**src/rtl/sha1_arb_pkg.sv**
```systemverilog
// Shared types and constants for the SHA-1 job arbiter.
package sha1_arb_pkg;

    localparam int DIGEST_W = 160;
    localparam int ADDR_W   = 32;
    localparam int SIZE_W   = 32;

    // SHA-1 initial hash values, handy for benches that model the core.
    localparam logic [31:0] SHA1_H0 = 32'h67452301;
    localparam logic [31:0] SHA1_H1 = 32'hEFCDAB89;
    localparam logic [31:0] SHA1_H2 = 32'h98BADCFE;
    localparam logic [31:0] SHA1_H3 = 32'h10325476;
    localparam logic [31:0] SHA1_H4 = 32'hC3D2E1F0;
    localparam logic [DIGEST_W-1:0] SHA1_IV = {SHA1_H0, SHA1_H1, SHA1_H2, SHA1_H3, SHA1_H4};

    typedef enum logic [2:0] {
        ST_IDLE,
        ST_GRANT,
        ST_START,
        ST_GUARD,
        ST_WAIT,
        ST_RESP
    } state_e;

endpackage

```
**src/rtl/sha1_job_arbiter_rr_picker.sv**
```systemverilog
// Round-robin picker: first set request bit at or above ptr_i, wrapping.
module rr_picker #(
    parameter int N  = 4,
    parameter int PW = $clog2(N)
) (
    input  logic [N-1:0]  req_i,
    input  logic [PW-1:0] ptr_i,
    output logic [N-1:0]  gnt_o,
    output logic [PW-1:0] idx_o,
    output logic          any_o
);

    int          j;
    logic [PW-1:0] jj;

    always_comb begin
        gnt_o = '0;
        idx_o = '0;
        any_o = 1'b0;
        j     = 0;
        jj    = '0;
        for (int k = 0; k < N; k++) begin
            j  = (int'(ptr_i) + k) % N;
            jj = PW'(j);
            if (!any_o && req_i[jj]) begin
                any_o     = 1'b1;
                gnt_o[jj] = 1'b1;
                idx_o     = jj;
            end
        end
    end

endmodule

```
**src/rtl/sha1_job_arbiter.sv**
```systemverilog
// Shares one SHA-1 core among NUM_REQ requesters; one job in flight, round-robin grant,
// digest or error returned to the job owner.
module sha1_job_arbiter
    import sha1_arb_pkg::*;
#(
    parameter int NUM_REQ        = 4,
    parameter int MAX_MSG_BYTES  = 16384,
    parameter int TIMEOUT_CYCLES = 65535,
    parameter int GUARD_CYCLES   = 2
) (
    input  logic                      clk,
    input  logic                      nreset,
    input  logic [NUM_REQ-1:0]        req_valid,
    output logic [NUM_REQ-1:0]        req_ready,
    input  logic [ADDR_W*NUM_REQ-1:0] req_addr,
    input  logic [SIZE_W*NUM_REQ-1:0] req_size,
    output logic [NUM_REQ-1:0]        rsp_valid,
    input  logic [NUM_REQ-1:0]        rsp_ready,
    output logic [DIGEST_W-1:0]       rsp_hash,
    output logic                      rsp_err,
    output logic                      core_start,
    output logic [ADDR_W-1:0]         core_addr,
    output logic [SIZE_W-1:0]         core_size,
    input  logic                      core_done,
    input  logic [DIGEST_W-1:0]       core_hash,
    output logic                      busy
);

    localparam int PW = $clog2(NUM_REQ);
    localparam int TW = $clog2(TIMEOUT_CYCLES + 1);
    localparam int GW = $clog2(GUARD_CYCLES + 1);

    state_e                state_q, state_d;
    logic [PW-1:0]         owner_q, owner_d, rr_q, rr_d;
    logic [NUM_REQ-1:0]    oh_q, oh_d;
    logic [ADDR_W-1:0]     addr_q, addr_d;
    logic [SIZE_W-1:0]     size_q, size_d;
    logic [DIGEST_W-1:0]   hash_q, hash_d;
    logic                  err_q, err_d;
    logic [GW-1:0]         gcnt_q, gcnt_d;
    logic [TW-1:0]         tcnt_q, tcnt_d;

    logic [ADDR_W-1:0]     addr_arr [NUM_REQ];
    logic [SIZE_W-1:0]     size_arr [NUM_REQ];
    logic [NUM_REQ-1:0]    pick_gnt;
    logic [PW-1:0]         pick_idx;
    logic                  pick_any;

    for (genvar g = 0; g < NUM_REQ; g++) begin : g_unpack
        assign addr_arr[g] = req_addr[g*ADDR_W +: ADDR_W];
        assign size_arr[g] = req_size[g*SIZE_W +: SIZE_W];
    end

    rr_picker #(.N(NUM_REQ), .PW(PW)) u_pick (
        .req_i (req_valid),
        .ptr_i (rr_q),
        .gnt_o (pick_gnt),
        .idx_o (pick_idx),
        .any_o (pick_any)
    );

    always_comb begin
        state_d = state_q;
        owner_d = owner_q;
        oh_d    = oh_q;
        rr_d    = rr_q;
        addr_d  = addr_q;
        size_d  = size_q;
        hash_d  = hash_q;
        err_d   = err_q;
        gcnt_d  = gcnt_q;
        tcnt_d  = tcnt_q;
        case (state_q)
            ST_IDLE: if (pick_any) begin
                owner_d = pick_idx;
                oh_d    = pick_gnt;
                addr_d  = addr_arr[pick_idx];
                size_d  = size_arr[pick_idx];
                state_d = ST_GRANT;
            end
            ST_GRANT: if (size_q > SIZE_W'(MAX_MSG_BYTES)) begin
                err_d   = 1'b1;
                hash_d  = '0;
                state_d = ST_RESP;
            end else begin
                state_d = ST_START;
            end
            ST_START: begin
                gcnt_d  = '0;
                state_d = ST_GUARD;
            end
            // core_done may still be high from the previous job; do not look at it here.
            ST_GUARD: if (gcnt_q == GW'(GUARD_CYCLES - 1)) begin
                tcnt_d  = '0;
                state_d = ST_WAIT;
            end else begin
                gcnt_d = gcnt_q + GW'(1);
            end
            ST_WAIT: if (core_done) begin
                hash_d  = core_hash;
                err_d   = 1'b0;
                state_d = ST_RESP;
            end else if (tcnt_q == TW'(TIMEOUT_CYCLES - 1)) begin
                hash_d  = '0;
                err_d   = 1'b1;
                state_d = ST_RESP;
            end else begin
                tcnt_d = tcnt_q + TW'(1);
            end
            ST_RESP: if (|(rsp_ready & oh_q)) begin
                rr_d    = (owner_q == PW'(NUM_REQ - 1)) ? '0 : owner_q + PW'(1);
                state_d = ST_IDLE;
            end
            default: state_d = ST_IDLE;
        endcase
    end

    always_ff @(posedge clk or negedge nreset) begin
        if (!nreset) begin
            state_q <= ST_IDLE;
            owner_q <= '0;
            oh_q    <= '0;
            rr_q    <= '0;
            addr_q  <= '0;
            size_q  <= '0;
            hash_q  <= '0;
            err_q   <= 1'b0;
            gcnt_q  <= '0;
            tcnt_q  <= '0;
        end else begin
            state_q <= state_d;
            owner_q <= owner_d;
            oh_q    <= oh_d;
            rr_q    <= rr_d;
            addr_q  <= addr_d;
            size_q  <= size_d;
            hash_q  <= hash_d;
            err_q   <= err_d;
            gcnt_q  <= gcnt_d;
            tcnt_q  <= tcnt_d;
        end
    end

    assign req_ready  = (state_q == ST_GRANT) ? oh_q : '0;
    assign rsp_valid  = (state_q == ST_RESP) ? oh_q : '0;
    assign rsp_hash   = (state_q == ST_RESP) ? hash_q : '0;
    assign rsp_err    = (state_q == ST_RESP) && err_q;
    assign core_start = (state_q == ST_START);
    assign core_addr  = addr_q;
    assign core_size  = size_q;
    assign busy       = (state_q != ST_IDLE);

endmodule

```
**config.mk**
```make
export PLATFORM = sky130hd
export DESIGN_NAME = sha1_job_arbiter
export DESIGN_NICKNAME = d
export VERILOG_FILES = /design/src/rtl/sha1_arb_pkg.sv /design/src/rtl/sha1_job_arbiter_rr_picker.sv /design/src/rtl/sha1_job_arbiter.sv
export SDC_FILE = /design/constraint.sdc
export NUM_CORES = 1
export LEC_CHECK = 0
export ABC_CLOCK_PERIOD_IN_PS = 5150
export CORE_AREA = 2 2 258 260
export CTS_CLUSTER_SIZE = 16
export DETAILED_ROUTE_END_ITERATION = 6
export DIE_AREA = 0 0 260 262
export PLACE_DENSITY = 0.57
export SYNTH_ARGS = -nofsm -noshare
export SYNTH_HDL_FRONTEND = slang
export SYNTH_SLANG_ARGS = --single-unit
```
**constraint.sdc**
```tcl
create_clock -name clk -period 5.15 [get_ports clk]
set_input_delay 1.545 -clock clk [delete_from_list [all_inputs] [get_ports clk]]
set_output_delay 1.545 -clock clk [all_outputs]
set_load 0.005 [all_outputs]
```
## After elaboration in Yosys (flattened, before gate mapping)

Index checks and enable logic that the tools add are counted.

| storage, ports and cells | value |
|---|---|
| bits in registers | 254 |
| input bits | 427 |
| word-level logic and storage cells | 129 |

| cells by class | value |
|---|---|
| $add $sub $neg | 6 |
| magnitude comparators | 10 |
| eq/ne operators | 16 |
| mux-type cells | 59 |
| bitwise operators | 5 |
| reduce and logical (&&, ||, !) cells | 23 |

Operators by type and width:

| operator | count |
|---|---|
| 160-bit 2-to-1 mux | 4 |
| 160-bit case mux with 2 select lines | 1 |
| 32-bit binary-select mux with 2-bit select | 2 |
| 32-bit 2-to-1 mux | 4 |
| 16-bit 2-to-1 mux | 3 |
| 32-bit by 15-bit greater-than comparator with 1-bit output (second input constant) | 1 |
| 16-bit case mux with 2 select lines | 1 |
| 4-bit 2-to-1 mux | 6 |
| 3-bit 2-to-1 mux | 6 |
| 3-bit case mux with 6 select lines | 1 |
| 16-bit by 1-bit adder with 16-bit output (second input constant) | 1 |
| 16-bit == test (second input constant) | 1 |
| 1-bit 2-to-1 mux | 15 |
| 2-bit != test (second input constant) | 7 |
| 2-bit by 3-bit < comparator with 1-bit output (second input constant) | 4 |
| 2-bit 2-to-1 mux | 6 |
| 4-bit bitwise OR | 3 |
| 1-bit binary-select mux with 2-bit select | 4 |
| 1-bit demux with 2-bit select | 4 |
| 2-bit by 1-bit greater-or-equal comparator with 1-bit output (second input constant) | 4 |
| 1-bit logical AND | 8 |
| 4-bit AND reduction | 2 |
| 2-bit by 1-bit adder with 2-bit output (second input constant) | 3 |
| 3-bit by 2-bit == test with 1-bit output (second input constant) | 2 |
| 18 further kinds | 26 |

## Logic depth before layout (Yosys ltp)

Gate-level depths: netlist (run 1).

| logic depth | value |
|---|---|
| depth after elaboration | 16 |
| mapped depth | 14 |
| gate-level depth less buffers | 8 |

## Cells and area by module

Synthesis (run 1) repeated with hierarchy kept, for this count alone.

| unflattened totals | value |
|---|---|
| cell total of the unflattened synthesis | 999 |
| area, all modules | 12834.8 µm² |

Modules (own cells, without submodules):

| module | instances | cells each | area an instance (µm²) |
|---|---|---|---|
| sha1_job_arbiter | 1 | 954 | 12415.7 |
| rr_picker | 1 | 45 | 419.2 |

## Worst setup path before layout (run 1)

No wires, ideal clock.

| timing path | value |
|---|---|
| path type | input to register |
| from | input req_valid[1] |
| to | register addr_q[0] (netlist: core_addr[0]) |
| arrival time | 3396 ps |
| required time | 5008 ps |
| slack | 1612 ps |
| cell stages on the path | 10 |
| path through | clkbuf_1 > mux4_2 > nor2b_4 > buf_6 > nor2_8 > buf_6 > buf_2 > a22o_1 > a222oi_1 > o221ai_1 |

| on the way | value |
|---|---|
| longest elaborated chain between the ends | 16 |
| elaborated cells on any way between the ends | 27 |

Ends and longest elaborated chain:

| item | RTL line | source |
|---|---|---|
| from (decl) | sha1_job_arbiter.sv:13 | `input logic [NUM_REQ-1:0] req_valid,` |
| 1-bit binary-select mux with 2-bit select | sha1_job_arbiter_rr_picker.sv:25 | `if (!any_o && req_i[jj]) begin` |
| 1-bit 2-to-1 mux (not written as such) | sha1_job_arbiter_rr_picker.sv:25 |  |
| 1-bit 2-to-1 mux | sha1_job_arbiter_rr_picker.sv:25 |  |
| 1-bit zero test | sha1_job_arbiter_rr_picker.sv:25 |  |
| 1-bit logical AND | sha1_job_arbiter_rr_picker.sv:25 |  |
| 1-bit 2-to-1 mux | sha1_job_arbiter_rr_picker.sv:25 |  |
| 1-bit zero test | sha1_job_arbiter_rr_picker.sv:25 |  |
| 1-bit logical AND | sha1_job_arbiter_rr_picker.sv:25 |  |
| 1-bit 2-to-1 mux | sha1_job_arbiter_rr_picker.sv:25 |  |
| 1-bit zero test | sha1_job_arbiter_rr_picker.sv:25 |  |
| 1-bit logical AND | sha1_job_arbiter_rr_picker.sv:25 |  |
| 2-bit 2-to-1 mux | sha1_job_arbiter_rr_picker.sv:25 |  |
| 2-bit NOT with 3-bit output (not written as such) | sha1_job_arbiter.sv:77 | `addr_d = addr_arr[pick_idx];` |
| 32-bit binary-select mux with 2-bit select | sha1_job_arbiter.sv:77 |  |
| 32-bit 2-to-1 mux (not written as such) (2 in a row) | sha1_job_arbiter.sv:77 |  |
| to (signal assigned) | sha1_job_arbiter.sv:135 | `addr_q <= addr_d;` |
| to (decl) | sha1_job_arbiter.sv:36 | `logic [ADDR_W-1:0] addr_q, addr_d;` |

Parallel ways exist; a longest one is shown, timed or not. The select of a mux whose other input is x is not followed.
A chain may end at the register's enable or synchronous reset.

## Worst setup path after layout (run 1)

| timing path | value |
|---|---|
| from | register state_q[0] |
| to | output rsp_hash[16] |

| on the way | value |
|---|---|
| longest elaborated chain between the ends | 2 |

Ends and longest elaborated chain:

| item | RTL line | source |
|---|---|---|
| from (decl) | sha1_job_arbiter.sv:33 | `state_e state_q, state_d;` |
| from (signal assigned) | sha1_job_arbiter.sv:131 | `state_q <= state_d;` |
| 3-bit == test | sha1_job_arbiter.sv:146 | `assign rsp_hash = (state_q == ST_RESP) ? hash_q : '0;` |
| 160-bit 2-to-1 mux | sha1_job_arbiter.sv:146 |  |
| to (decl) | sha1_job_arbiter.sv:19 | `output logic [DIGEST_W-1:0] rsp_hash,` |

Every way passes these cells.

==> results of run 1 <==
-- cell usage after synthesis, drive strengths merged, types with 2 or more instances --
library cell  number  share of area
a21boi             2        0.00093
a21o               3         0.0014
a21oi             69          0.021
a221o              2         0.0012
a221oi             4         0.0022
a222oi            64          0.040
a22o             223           0.12
a22oi              6         0.0028
a311o             62          0.038
and2             170          0.066
and3               4         0.0015
and3b              2         0.0011
and4b              2         0.0012
buf               56          0.022
clkbuf           139          0.032
dfrtp            254           0.39
ha                 8         0.0062
inv               13         0.0030
mux2               3         0.0021
mux2i              5         0.0031
mux4               4         0.0056
nand2            217          0.050
nand2b            63          0.024
nand3              5         0.0015
nand3b             2        0.00093
nand4              2        0.00077
nor2              30         0.0083
nor2b              4         0.0020
nor3               8         0.0025
nor3b              3         0.0014
nor4               9         0.0035
o211ai             2        0.00093
o21ai             18         0.0056
o221ai            62          0.037
o22ai              3         0.0015
o311ai             4         0.0031
o31ai             64          0.030
or2                5         0.0021
or3              129          0.050
xnor2             11         0.0060
-- worst max-delay path: stages (launching register included) --
cell and delay, ns:
dfrtp_1 0.52, inv_1 0.13, nor3b_2 0.24, buf_12 0.41
and2_1 0.31, clkdlybuf4s50_1 0.53
-- area by class of cell --
class	count	share of cell area
inverters	13	0.001982
multi-input cells	1282	0.3642
flip-flops and latches	254	0.2583
repair buffers	700	0.2864
well taps	864	0.04390
diodes	15	0.001524
clock buffers	47	0.03898
clock inverters	14	0.004726
-- power groups by stage --
| stage | Clock (W) | Sequential [W] | Combinational, W |
|---|---|---|---|
| 2_1_floorplan | 0 | 0.00332 | 0.00556 |
| 3_3_place_gp | 0 | 0.00356 | 0.00864 |
| 3_5_place_dp | 0 | 0.00358 | 0.00879 |
| 4_1_cts | 0.00243 | 0.00357 | 0.00883 |
| 5_1_grt | 0.00251 | 0.00370 | 0.00952 |
| 6_report | 0.00234 | 0.00357 | 0.00881 |
-- per-layer routing --
metal  wire length [µm]  vias up
met4               2506        6
met3               5338      153
met2              35710      787
met5                 41        -
li1                   -     7780
met1              30850     8666
-- sequential cells by signal (all words and copies together) (netlist names) --
signal and flops:
hash_q 160, tcnt_q 16, state_q 3, owner_q 2
core_addr 32, rr_q 2, core_size 32, err_q 1
oh_q 4, gcnt_q 2
-- per-stage QoR --
step / hold WS (ns) / utilization
2_1_floorplan: 0.4506 / -
3_3_place_gp: 0.4700 / 0.3602
3_5_place_dp: 0.4763 / 0.3602
4_1_cts: 0.4908 / 0.3766
5_1_grt: 0.5094 / 0.3771
6_report: 0.4856 / 0.3772
-- worst max path at each step --
stage / cells past startpoint / slack (ns) / startpoint / to
final: 5 / 0.77 / state_q[0]$_DFFE_PN0P_ / rsp_hash[16]
after global placement: 7 / 0.43 / req_valid[3] / core_size[23]$_DFFE_PN0P_
after floorplan: 10 / 1.61 / req_valid[1] / core_addr[0]$_DFFE_PN0P_
after global routing: 5 / 0.65 / state_q[0]$_DFFE_PN0P_ / rsp_hash[123]
after CTS: 4 / 0.68 / state_q[0]$_DFFE_PN0P_ / req_ready[2]
after detailed placement: 7 / 0.31 / req_valid[3] / core_addr[16]$_DFFE_PN0P_
-- cells in the final DEF, fill, tap and decap left out, types with 9 or more instances in the layout --
master and count:
a21oi_1 69, a222oi_1 64, a22o_1 223, a311o_1 62, and2_1 170, buf_12 11
buf_4 28, clkbuf_16 34, clkdlybuf4s50_1 660, clkinv_2 9, dfrtp_1 253, diode_2 15
inv_1 13, nand2_1 215, nand2b_1 63, nor2_1 26, nor4_1 9, o21ai_0 13
o221ai_1 54, o31ai_1 64, or3_1 129, xnor2_1 11
-- kinds of logic (layout without fill, tap and decap cells) --
logic type,count (synthesis),after routing
mux,12,12
xor+xnor,11,11
simple gates,657,657
flops,254,254
compound gates,594,594
other cells,0,15
fa+ha+maj,8,8
buf+inv,208,774
==> out/results.ini, run 1 <==
[floorplan]
die_area_um2 = 68120
start_util = 0.2480
io_pins = 662
fp.dieW_um = 260
row_count = 94
die_h_um = 262
core_area_um2 = 65280

[detailed_routing]
drt_wl_total_mm = 74.44
vias = 17390
first_pass_iters = 7
routed_via_density = 5.454
ant_nets = 0
wl_per_cell_um = 23.34
drc = 0
drtIter0Drc = 1535

[synthesis]
synth_xor_area_frac = 0.005952
synth_fa_ha_area_frac = 0.006184
synth-edff-count = 0
synthesis.area_um2 = 16190
synthMuxAreaShare = 0.01074
synth_ff_type = dfrtp_1
synth_top_family_by_area = compound AO/OA/AOI/OAI gates
netlist_instances = 1744
post_synth.cell_area_avg_um2 = 9.281
async_reset_ff_frac = 1.000
ys_seq_elements = 254
synth_compound_area_frac = 0.3090
yosys_warnings = 0
ys_seq_area_frac = 0.3927
yosys.area_share.simple = 0.2181
syn_nets = 2179
ys_types = 62

[final_layout]
finalInstanceArea_um2 = 24620
fill_cells = 6529
drive_gt1_frac = 0.05584
fin_cells = 3189
area_delta_synth_final_pct = 52.11
register_area_um2 = 6360
multi_input_area_um2 = 8967
nNetsFinal = 2720

[clock_network]
cts_root_buf = clkbuf_16
cts_resized = 0
cts_buffers = 34
h-tree-depth = 2
clock_sinks = 254
cts_tree = built
hold_buffers = 0
cts_buffer_depth = 3
clock_latency_ns = 0.55
post_cts_buffers = 0
clk_pin_slew_ns = 0.06

[critical_path]
endpoint_kind = primary output
crit_type = reg2out
worst-r2r-cell-count = 8
cp_max_fo = 166
required_ns = 3.61
r2r-end = core_addr[16]$_DFFE_PN0P_
rr_startpoint = rr_q[0]$_DFFE_PN0P_
worst-r2r-setup-slack_ns = 1.13
startpoint_type = register
arrival_ns = 2.83

[placement]
dp_slack_ns = 0.3136
place_congestion = 0.8466
dpl.hpwl_mm = 51.21
dp.cells = 3113
placed_area_um2 = 23510
portBuffers = 661

[power_and_ir_drop]
p_total_w = 0.01472
clkPwrFrac = 0.159
ir_drop_v = 0.0005530
seqPwrFrac = 0.243
cellPowerDensity_nw_per_um2 = 597.8
p_leak_nw = 9.793
power.internal_w = 0.008114
power_frac_comb = 0.598
p_sw_frac = 0.4487
power_switching_w = 0.006604

[grt]
grt_pass1_wl_mm = 110.5
grt_max_degree = 167
grt_antenna_before_repair = 18
busiest_layer = met2
globalRouteTotalUtil = 0.2080
grt_pass1_vias = 17480
grt_util_met3 = 0.04138
grt_overflow = 0
use_met2 = 0.3419
use_met1 = 0.2694

[sta]
tightest_slew_ns = 1.109
fin_crit_ns = 4.376
setup_tns_ns = 0
grt_setup_unrepaired = no
slew_violations = 0
max_freq_ghz = 0.2285
setup_viol = 0
hold_violations = 0
fin_skew_ns = 0.02486
worst_slack_ns = 0.7737
finalCritPeriodShare = 0.8498
max_slew_margin = 0.2545

[job]
max_cap_viol_count = 0

[min_path]
min_to = owner_q[1]$_DFFE_PN0P_
worstHoldPathType = reg2reg
hp-start = owner_q[1]$_DFFE_PN0P_
holdPathStages = 2

[run_status]
status = completed

No activity file was read; power rests on OpenSTA's default activity.
==> run 2, diff against run 1 <==
Settings changed: ABC_CLOCK_PERIOD_IN_PS 5150 to 4400.
Clock period 5.15 ns to 4.4 ns, I/O delays scaled along.
==> out/results.ini, run 2 (same netlist as run 1, synthesis figures left out) <==
[sta]
finalCritPeriodShare = 0.9406
fin_skew_ns = 0.02511
setup_viol = 0
max_slew_margin = 0.2074
grt_setup_unrepaired = no
hold_violations = 0
fin_crit_ns = 4.139
slew_violations = 0
setup_tns_ns = 0
max_freq_ghz = 0.2416
tightest_slew_ns = 1.189

[floorplan]
die_h_um = 262
fp.dieW_um = 260
die_area_um2 = 68120
start_util = 0.2480
io_pins = 662
core_area_um2 = 65280
row_count = 94

[clock_network]
clk_pin_slew_ns = 0.06
post_cts_buffers = 0
cts_tree = built
cts_buffers = 35
clock_sinks = 254
cts_root_buf = clkbuf_16
clock_latency_ns = 0.56
cts_buffer_depth = 3
cts_resized = 0
h-tree-depth = 2
hold_buffers = 0

[grt]
grt_antenna_before_repair = 15
globalRouteTotalUtil = 0.2037
grt_overflow = 0
grt_max_degree = 206
grt_pass1_wl_mm = 108.7
grt_pass1_vias = 16950

[power_and_ir_drop]
ir_drop_v = 0.0007125
cellPowerDensity_nw_per_um2 = 709.7
p_leak_nw = 9.940

[final_layout]
final_cell_mix = 660 x clkdlybuf4s50_1, 253 x dfrtp_1, 223 x a22o_1
largest_reg_flops = 160
nNetsFinal = 2728
regMostFlops = hash_q
drive_gt1_frac = 0.05999
final_common_cell = clkdlybuf4s50_1
area_delta_synth_final_pct = 54.20
finalInstanceArea_um2 = 24960

[critical_path]
cp_max_fo = 166
worst-path-buf-inv = 3
endpoint_kind = primary output
startpoint_type = register
max_stage_delay_ns = 0.59
path_cells = inv_1 -> nor3b_2 -> buf_12 -> and2_1 -> clkdlybuf4s50_1
crit_type = reg2out
crit_family = buffers and inverters
worst-r2r-setup-slack_ns = 0.86
required_ns = 3.08
cp_slowest_cell = clkdlybuf4s50_1
arrival_ns = 2.82

[placement]
place_congestion = 0.8353
dpl.hpwl_mm = 51.30
placed_area_um2 = 23670
portBuffers = 661

[detailed_routing]
vias = 17280
drc = 11
first_pass_iters = 7
ant_nets = 0
drtIter0Drc = 1897
routed_via_density = 5.409
drt_wl_total_mm = 73.21
wl_per_cell_um = 22.91

[run_status]
violations = design-rule violations
status = complete, but fails checks

[job]
max_cap_viol_count = 0

[min_path]
worstHoldPathType = reg2reg

run 2: path summary, 6_finish.rpt:
kind                                           start                   endpoint  cells past startpoint
min reg2reg                core_addr[26]$_DFFE_PN0P_  core_addr[26]$_DFFE_PN0P_                      2
max                           state_q[0]$_DFFE_PN0P_               rsp_hash[15]                      5
min in group asynchronous                     nreset     hash_q[28]$_DFFE_PN0P_                      1
max in group asynchronous                     nreset  core_addr[25]$_DFFE_PN0P_                      2
min                        core_addr[26]$_DFFE_PN0P_  core_addr[26]$_DFFE_PN0P_                      2
max reg2reg                      rr_q[0]$_DFFE_PN0P_   core_size[1]$_DFFE_PN0P_                      8
run 2: power breakdown:
part	total [W]	internal (W)	switching, W	leakage [nW]
Clock	0.00313	0.00193	0.00120	0.612
Combinational	0.0105	0.00464	0.00581	5.99
Sequential	0.00413	0.00341	0.000718	3.34
Total	0.0177	0.00999	0.00773	9.94
run 2: cell type report:
cell class	count	area, µm²
diodes	14	35.03
clock buffers	45	973.4
clock inverters	16	277.8
fillers	6406	40310
inverters	13	48.80
multi-input cells	1282	8967
flip-flops and latches	254	6360
well taps	864	1081
repair buffers	707	7217
run 2: through the flow:
stage | utilization | instances | setup slack [ns] | total power (W) | hold slack (ns)
CTS | 0.3818 | 3181 | 0.2043 | 0.01783 | 0.4920
detailed placement | 0.3627 | 3120 | -0.04126 | 0.01457 | 0.4738
global route | 0.3823 | 3194 | 0.06399 | 0.01892 | 0.5030
finish | 0.3824 | 3195 | 0.2611 | 0.01771 | 0.4930
floorplan | - | 1744 | 1.087 | 0.01039 | 0.4506
global placement | 0.3627 | 3120 | 0.03941 | 0.01433 | 0.4702
run 2: tightest hold or removal path, cell delays in order (launching register included):
cell and delay [ns]:
dfrtp_1 0.35, nand2_1 0.05, o221ai_1 0.06
run 2: layer usage:
layer,part of all wire,vias to the layer above,global-route usage
met5,0.00018,-,0
met4,0.030,2,0.07807
met3,0.069,120,0.03954
met2,0.48,733,0.3302
met1,0.42,8634,0.2679
li1,-,7793,-
